--- src/rtl/parking_duration_ctrl.sv ---
// Parking-lot timing controller: free-running time base, per-slot entry-time
// store, one-at-a-time entry/exit handshake and duration/fee sequencing.
//
// state  | meaning
// -------+--------------------------------------------------------------
// IDLE   | sample requests; exit has priority over entry
// ENT    | entry acknowledged, ent_slot/occupancy already updated
// LOAD   | latch time_in from slot store and time_out from time base
// CALC   | duration = time_out - time_in (mod 2^TIME_W), fee computed
// DONE   | dur_valid/ext_ack pulse, slot already freed
// ERR    | ext_err pulse for an exit on an unoccupied slot
module parking_duration_ctrl #(
   parameter int SLOTS  = 8,
   parameter int SLOT_W = 3,
   parameter int TIME_W = 8,
   parameter int RATE   = 3
) (
   input  logic              clk,
   input  logic              reset,
   input  logic              tick,
   input  logic              ent_req,
   output logic              ent_ack,
   output logic [SLOT_W-1:0] ent_slot,
   output logic              full,
   input  logic              ext_req,
   input  logic [SLOT_W-1:0] ext_slot,
   output logic              ext_ack,
   output logic              ext_err,
   output logic              dur_valid,
   output logic [TIME_W-1:0] duration,
   output logic [15:0]       fee,
   output logic [SLOT_W:0]   occupancy,
   output logic [TIME_W-1:0] cur_time
);

   localparam logic [SLOT_W:0]   SLOTS_N  = (SLOT_W+1)'(SLOTS);
   localparam logic [SLOT_W:0]   OCC_ONE  = (SLOT_W+1)'(1);
   localparam logic [TIME_W-1:0] TIME_ONE = TIME_W'(1);

   typedef enum logic [2:0] {
      S_IDLE, S_ENT, S_LOAD, S_CALC, S_DONE, S_ERR
   } state_t;

   state_t            state;
   logic [SLOTS-1:0]  occupied;
   logic [TIME_W-1:0] entry_time [SLOTS];
   logic [SLOT_W-1:0] exit_slot;
   logic [TIME_W-1:0] time_in;
   logic [TIME_W-1:0] time_out;
   logic [SLOT_W-1:0] free_slot;
   logic              free_found;
   logic [TIME_W-1:0] diff;
   logic [TIME_W-1:0] bill_units;

   // Lowest-index free slot; loop runs high to low so the lowest wins.
   always_comb begin
      free_slot  = '0;
      free_found = 1'b0;
      for (int i = SLOTS - 1; i >= 0; i--) begin
         if (!occupied[i]) begin
            free_slot  = SLOT_W'(i);
            free_found = 1'b1;
         end
      end
   end

   // Shared subtractor; a zero-length stay still bills one unit.
   always_comb begin
      diff       = time_out + ~time_in + TIME_ONE;
      bill_units = (diff == '0) ? TIME_ONE : diff;
   end

   assign full = (occupancy == SLOTS_N);

   // Free-running time base, independent of the handshake FSM.
   always_ff @(posedge clk) begin
      if (reset)     cur_time <= '0;
      else if (tick) cur_time <= cur_time + TIME_ONE;
   end

   // Handshake FSM with the slot store and all registered outputs.
   always_ff @(posedge clk) begin
      if (reset) begin
         state     <= S_IDLE;
         occupied  <= '0;
         for (int i = 0; i < SLOTS; i++) entry_time[i] <= '0;
         exit_slot <= '0;
         time_in   <= '0;
         time_out  <= '0;
         ent_ack   <= 1'b0;
         ent_slot  <= '0;
         ext_ack   <= 1'b0;
         ext_err   <= 1'b0;
         dur_valid <= 1'b0;
         duration  <= '0;
         fee       <= '0;
         occupancy <= '0;
      end else begin
         ent_ack   <= 1'b0;
         ext_ack   <= 1'b0;
         ext_err   <= 1'b0;
         dur_valid <= 1'b0;
         case (state)
            S_IDLE: begin
               if (ext_req) begin
                  exit_slot <= ext_slot;
                  if (occupied[ext_slot]) begin
                     state <= S_LOAD;
                  end else begin
                     ext_err <= 1'b1;
                     state   <= S_ERR;
                  end
               end else if (ent_req && !full && free_found) begin
                  entry_time[free_slot] <= cur_time;
                  occupied[free_slot]   <= 1'b1;
                  ent_slot              <= free_slot;
                  ent_ack               <= 1'b1;
                  occupancy             <= occupancy + OCC_ONE;
                  state                 <= S_ENT;
               end
            end
            S_ENT:  state <= S_IDLE;
            S_LOAD: begin
               // cur_time register is the pre-increment value even on a tick.
               time_in  <= entry_time[exit_slot];
               time_out <= cur_time;
               state    <= S_CALC;
            end
            S_CALC: begin
               // Results, pulses and slot release all land together in DONE.
               duration            <= diff;
               fee                 <= 16'(bill_units) * 16'(RATE);
               dur_valid           <= 1'b1;
               ext_ack             <= 1'b1;
               occupied[exit_slot] <= 1'b0;
               occupancy           <= occupancy - OCC_ONE;
               state               <= S_DONE;
            end
            S_DONE:  state <= S_IDLE;
            S_ERR:   state <= S_IDLE;
            default: state <= S_IDLE;
         endcase
      end
   end

endmodule
--- config.mk ---
export PLATFORM = sky130hd
export DESIGN_NAME = parking_duration_ctrl
export DESIGN_NICKNAME = d
export VERILOG_FILES = /design/src/rtl/parking_duration_ctrl.sv
export SDC_FILE = /design/constraint.sdc
export NUM_CORES = 1
export LEC_CHECK = 0
export CORE_AREA = 10 10 127 129
export DETAILED_ROUTE_END_ITERATION = 8
export DIE_AREA = 0 0 137 139
export GPL_TIMING_DRIVEN = 0
export PLACE_DENSITY = 0.69
export SLEW_MARGIN = 0
export SYNTH_ARGS = -nofsm -noshare
export SYNTH_HDL_FRONTEND = slang
export SYNTH_SLANG_ARGS = --single-unit
--- constraint.sdc ---
create_clock -name clk -period 3.96 [get_ports clk]
set_clock_uncertainty 0.2 [all_clocks]
set_input_delay 0.594 -clock clk [delete_from_list [all_inputs] [get_ports clk]]
set_output_delay 0.594 -clock clk [all_outputs]
set_load 0.05 [all_outputs]
==> out/qor.csv, run 1 <==
metric;value;unit
synth_edf_count;64;
critical-path-slowest-cell;ha_1;
cts_htree_levels;4;
p_int;2.32;mW
fin_hold_ws;0.253;ns
crit_type;reg -> reg;
core_area;13700;sq um
ys_dominant_reg_cell;dfxtp_1;
placement.io_buffers;44;
cp_data_arrival_time;3.56;ns
viasPerCell;5.50;
route.antenna.remaining_nets;0;
p_seq_frac;0.478;
crit_required;4.07;ns
rsz0062_at_grt;false;
io_pins;52;
grt_usage;0.173;
cts-resized-gates;0;
irDropWorstVdd;0.000309;V
most-common-layout-cells;nand2_1 (72), and2_1 (66), dfxtp_1 (66);
power_per_cell_area;398;nW/um^2
num-nets-final;756;
wirelength;16200;microns
dieArea;19000;sq um
gp_congestion;0.899;
cts.clk_slew.worst_paths;0.06;ns
detail_route.first_pass.iterations;5;
postSynthRegisterBits;130;
run_status;complete, no violations;
clkSinkCount;130;
tritoncts;done;
timing.critical_path.buf_inv;3;
post-cts-setup-buffer-count;0;
chipWidth;137;microns
timing.critical_path.to_type;flop;
final_hold_viols;0;
setup_viol_count_final;0;
post_synth_instance_area;6530;sq um
most_frequent_standard_cell_in_the_layout_excluding_fill_and_tap_cells;nand2_1;
synthesis.instances;663;
ys_async_sr_fraction;0;
timing.reg2reg.worst_path_depth;13;
drv_cap;0;
max_slew.worst_pin.slew;0.729;ns
total_leakage_power;2.79;nW
final.setup.tns;0;ns
drive_above_1_share;0.106;
grt_antenna_before_repair;0;
drcViolationCount;0;
remaining_global_route_overflow;0;
tritoncts.num_buffers;17;
max_clock_freq;0.290;GHz
power.share.clock;0.437;
cts.path.max_buffers;2;
critical_path.reg2reg.startpoint;time_in[4]$_SDFFE_PP0P_;
setup.reg_to_reg.worst_slack;0.51;ns
maxSlewViolCount;0;
critical_path.max_fanout;10;
min-delay-path-class;reg -> reg;
dp_hpwl;11900;microns
cp-startpoint;time_in[4]$_SDFFE_PP0P_;
initial_utilization;0.478;
area_growth;18.2;%
crit_cells;13;
layout_min_cycle_time;3.45;ns
rows;43;
yosys.cell_types.count;64;
clk_latency;0.42;ns
insertedDiodeCount;0;
timing.final.crit_share;0.871;
switchingPower;0.758;mW
setup.worst_path.start_class;flop;
combinationalPowerShare;0.086;
syn-mean-instance-area;9.85;sq um
clockRootBuffer;clkbuf_16;
grt_first_pass_wirelength;25900;microns
grt_pass1_vias;5022;
overall_die_height;139;microns
first_iter_violations;480;
yosysWarningCount;0;
maximum_number_of_pins_on_one_net_before_global_route_repair;17;
power_switching_share;0.247;
synth-seq-area-share;0.496;
crit-reg2reg-capture;fee[7]$_SDFFE_PP0P_;
crit_path_end;fee[7]$_SDFFE_PP0P_;
crit_family;compound AO/OA/AOI/OAI gates;
num_vias;5082;
timing.critical_path.cells;inv_1 > ha_1 > buf_2 > nor3b_1 > a311o_1 > a211o_2 > clkbuf_1 > ha_1 > nand3_1 > o22ai_1 > o32ai_1 > nand3_1 > a31o_2;
wl_per_cell;17.5;microns
timing.critical_path.slowest_cell_delay;0.42;ns
hold_buffers;0;
worst_slew_margin_rel;0.514;
[logic make-up after synthesis]
logic type,Yosys count,synth area share
compound gates,127,0.129
fa+ha+maj,17,0.0360
other cells,1,0.000574
mux,30,0.0592
xor+xnor,21,0.0282
simple gates,265,0.202
buf+inv,72,0.0488
flops,130,0.496
[flip-flops by register name, indices dropped and copies added, names as in the netlist]
name / count
dur_valid: 1
occupancy: 4
occupied: 8
cur_time: 8
fee: 10
ent_slot: 3
duration: 8
time_out: 8
time_in: 8
exit_slot: 3
entry_time: 64
ext_err: 1
ent_ack: 1
state: 3
[worst min-delay path, stage by stage, from the launching register on]
cell and delay (ns):
dfxtp_1 0.31, nand2_1 0.05, a21oi_1 0.05
[power by group through the flow]
| stage | sequential [mW] | clock (mW) | combinational [mW] |
|---|---|---|---|
| finish | 1.47 | 1.34 | 0.264 |
| global route | 1.47 | 1.42 | 0.286 |
| CTS | 1.47 | 1.36 | 0.263 |
| detailed placement | 1.50 | 0 | 0.262 |
| global placement | 1.49 | 0 | 0.258 |
| floorplan | 1.51 | 0 | 0.163 |
[routing by layer]
metal  up-vias  routed length [microns]  global-route usage
li1       2453                        -                   -
met1      2437                     7050               0.216
met2       160                     7670               0.277
met3        32                     1110              0.0453
met4         0                      335              0.0649
met5         -                        0                   0
[through the flow]
step	power, mW	setup WS, ns	instance area [sq um]	utilization	cells
after CTS	3.09	0.512	7720	0.565	924
final	3.07	0.512	7720	0.565	924
after floorplan	1.68	0.853	6550	-	668
after global routing	3.18	0.276	7720	0.565	924
after global placement	1.75	0.499	7220	0.528	892
after detailed placement	1.76	0.420	7220	0.528	892
[synthesized netlist by cell type, drive strengths merged, types with 7 or more instances]
library cell | n | share of area
a211oi | 12 | 0.014
or2 | 12 | 0.012
o21ai | 19 | 0.016
nand3 | 10 | 0.0077
xnor2 | 12 | 0.016
mux2 | 9 | 0.016
a21oi | 44 | 0.034
inv | 22 | 0.013
xor2 | 9 | 0.012
dfxtp | 66 | 0.20
edfxtp | 64 | 0.29
o31ai | 7 | 0.0088
and2 | 67 | 0.064
nand2 | 72 | 0.041
nor3 | 7 | 0.0054
mux2i | 15 | 0.023
o22ai | 7 | 0.0067
clkbuf | 30 | 0.017
buf | 19 | 0.018
nor2 | 63 | 0.036
ha | 14 | 0.027
[how the worst min path moves through the flow]
stage / from / end / slack, ns / cells after the start
3_3_place_gp: fee[4]$_SDFFE_PP0P_ / fee[4]$_SDFFE_PP0P_ / 0.24 / 2
3_5_place_dp: duration[6]$_SDFFE_PP0P_ / duration[6]$_SDFFE_PP0P_ / 0.25 / 2
4_1_cts: duration[6]$_SDFFE_PP0P_ / duration[6]$_SDFFE_PP0P_ / 0.26 / 2
2_1_floorplan: time_out[0]$_SDFFE_PP0P_ / time_out[0]$_SDFFE_PP0P_ / 0.24 / 2
6_report: duration[6]$_SDFFE_PP0P_ / duration[6]$_SDFFE_PP0P_ / 0.25 / 2
5_1_grt: duration[6]$_SDFFE_PP0P_ / duration[6]$_SDFFE_PP0P_ / 0.27 / 2
[cell type report]
| class | instances | area (sq um) |
|---|---|---|
| fill | 1224 | 5940 |
| sequential | 130 | 3240 |
| multi-input combinational | 466 | 2990 |
| timing repair buffer | 44 | 440 |
| clock buffer | 18 | 429 |
| buffer | 49 | 233 |
| tap | 180 | 225 |
| inverter | 23 | 86.3 |
| clock inverter | 14 | 73.8 |
No activity file was read; power rests on OpenSTA's default activity.
==> run 2, diff against run 1 <==
CAP_MARGIN = 20   (was unset)
==> results of run 2 <==
Same layout as run 1: the final DEF is identical, and so are final timing and power.
==> run 3, diff against run 2 <==
PLACE_DENSITY = 0.72   (was 0.69)
clock period = 3 ns   (was 3.96 ns; I/O delays follow)
==> run 3 against run 2 <==
The flow now finishes with violations (negative setup slack). Register-to-register slack got worse by 0.59 ns. Global-route usage barely moved. Critical path depth fell by 1. Clock-buffer cell count shrank 1. First-iteration DRC count increased by 10%. Core utilization grew 3.6 points. Worst hold slack is essentially flat. Clock power grew 60%. Cell area rose by 6.4%. Critical path type unchanged. Highest routed layer unchanged.
==> out/qor.csv, run 3 (synthesized netlist as in run 1, its figures left out) <==
metric;value;unit;change
chipWidth;137;microns;unchanged
max_clock_freq;0.325;GHz;+12%
final.fill_count;1132;;-7.5%
final_hold_viols;0;;unchanged
timing.critical_path.buf_inv;2;;-1
dp_hpwl;11600;microns;-2.5%
route.antenna.remaining_nets;0;;unchanged
grt_first_pass_wirelength;25800;microns;-0.45%
cp_data_arrival_time;3.16;ns;-0.40 ns
maximum_number_of_pins_on_one_net_before_global_route_repair;17;;unchanged
timing.final.crit_share;1.03;;+0.155
rows;43;;unchanged
num_vias;5271;;+3.7%
dieArea;19000;sq um;unchanged
setup.reg_to_reg.worst_slack;-0.08;ns;-0.59 ns
run_status;finished with violations;;
gp_congestion;0.902;;+0.40%
clockRootBuffer;clkbuf_16;;
final.setup.tns;-0.109;ns;-0.109 ns
worst_slew_margin_rel;0.473;;-0.0407
most-common-layout-cells;nand2_1 (69), and2_1 (66), dfxtp_1 (64), edfxtp_1 (64), nor2_1 (55);;
layout_min_cycle_time;3.08;ns;-0.372 ns
power_per_cell_area;542;nW/um^2;+36%
max_slew.worst_pin.slew;0.790;ns;+0.0610 ns
grt_usage;0.172;;-0.000296
maxSlewViolCount;0;;unchanged
tritoncts.num_buffers;17;;unchanged
num-nets-final;769;;+1.7%
largest_reg_flops;64;;unchanged
io_pins;52;;unchanged
drive_above_1_share;0.177;;+0.0708
placement.io_buffers;44;;unchanged
overall_die_height;139;microns;unchanged
failed_checks;negative setup slack;;
top_register;entry_time;;
remaining_global_route_overflow;0;;unchanged
first_iter_violations;529;;+10%
drcViolationCount;0;;unchanged
total_leakage_power;2.96;nW;+6.1%
initial_utilization;0.478;;unchanged
cts_htree_levels;4;;unchanged
tritoncts;done;;
detail_route.first_pass.iterations;5;;unchanged
cpMostUsedCell;o31ai_1;;
drv_cap;0;;unchanged
timing.critical_path.cells;inv_1 > ha_1 > or2_4 > o21ai_4 > nor3_1 > or3_1 > buf_6 > ha_4 > and3_1 > o31ai_1 > a221oi_2 > o31ai_1;;
critical-path-slowest-cell;or3_1;;
timing.final.ws_setup;-0.0753;ns;-0.588 ns
clkSinkCount;130;;unchanged
grt_antenna_before_repair;0;;unchanged
timing.critical_path.to_type;flop;;
rsz0062_at_grt;true;;
irDropWorstVdd;0.000481;V;+56%
core_area;13700;sq um;unchanged
setup.worst_path.start_class;flop;;
wirelength;16800;microns;+3.7%
setup_viol_count_final;2;;+2
most_frequent_standard_cell_in_the_layout_excluding_fill_and_tap_cells;nand2_1;;
cts.clk_slew.worst_paths;0.06;ns;about the same
area_growth;25.8;%;
cts.path.max_buffers;2;;unchanged
crit_type;reg -> reg;;
hold_buffers;0;;unchanged
grt_pass1_vias;4945;;-1.5%
crit_required;3.08;ns;-0.99 ns
crit_family;simple AND/OR/NAND/NOR gates;;
viasPerCell;5.63;;+2.3%
timing.critical_path.slowest_cell_delay;0.40;ns;-0.02 ns
design_power_total;4.45;mW;+45%
insertedDiodeCount;0;;unchanged
biggestRegsByFlops;entry_time x64, fee x10;;
clk_latency;0.42;ns;about the same
min-delay-path-class;in -> reg;;
wl_per_cell;17.9;microns;+2.3%
critical_path.max_fanout;7;;-3
## run 3: cell count changes in the layout (fill, tap and decap cells not counted), sizes merged, moves of 2 or more
cell      change
clkinvlp      -2
buf          +12
clkinv        -2
bufinv        +4
## run 3: layout make-up
type / instances / area, sq um / share of cell area
Multi-Input combinational cell: 466 / 3260 / 0.396
Sequential cell: 130 / 3250 / 0.395
Timing Repair Buffer: 58 / 548 / 0.0667
Clock buffer: 17 / 425 / 0.0518
Buffer: 48 / 240 / 0.0292
Tap cell: 180 / 225 / 0.0274
Clock inverter: 15 / 189 / 0.0230
Inverter: 23 / 86.3 / 0.0105
## run 3: worst register-to-register path: cells and delay by family, from the launching register on
kind            cells  cell delay, ns
compound gates      4            0.71
fa+ha+maj           2            0.56
simple gates        4            0.94
buf+inv             2            0.20
flops               1            0.33
## run 3: where the power goes
part / total (mW) / leakage (nW) / switching [mW] / internal (mW)
logic: 0.375 / 1.49 / 0.241 / 0.134
registers: 1.94 / 1.18 / 0.0259 / 1.91
clock network: 2.14 / 0.291 / 0.763 / 1.38
## run 3: routing by layer
| layer | up-vias | global-route usage | part of all wire |
|---|---|---|---|
| met5 | - | 0 | 0 |
| met4 | 0 | 0.0605 | 0.019 |
| met3 | 32 | 0.0511 | 0.073 |
| met2 | 215 | 0.276 | 0.49 |
| met1 | 2536 | 0.214 | 0.42 |
| li1 | 2488 | - | - |
## run 3: repair_timing
item / in CTS / in global routing
endpoints found under the hold margin: 0 / 0
setup endpoints to repair: 16 / 71
resized for setup: 24 / 36
setup buffers: 9 / 5
pin swaps: 13 / 13
## run 3: final timing paths
kind                                               start                        to  depth (start not counted)
worst max-delay path             time_in[2]$_SDFFE_PP0P_       fee[8]$_SDFFE_PP0P_                         12
worst min-delay path                                tick  cur_time[1]$_SDFFE_PP0P_                          3
worst max register to register   time_in[2]$_SDFFE_PP0P_       fee[8]$_SDFFE_PP0P_                         12
worst min register to register  duration[1]$_SDFFE_PP0P_  duration[1]$_SDFFE_PP0P_                          2
## run 3: per-stage QoR
step	instances	setup slack (ns)	area, sq um	hold WS, ns	util
after floorplan	668	0.0400	6580	0.236	-
after global placement	892	-0.283	7240	0.245	0.530
after detailed placement	892	-0.378	7240	0.249	0.530
after CTS	932	-0.0149	8040	0.241	0.588
after global routing	937	-0.168	8220	0.272	0.601
final	937	-0.0753	8220	0.253	0.601
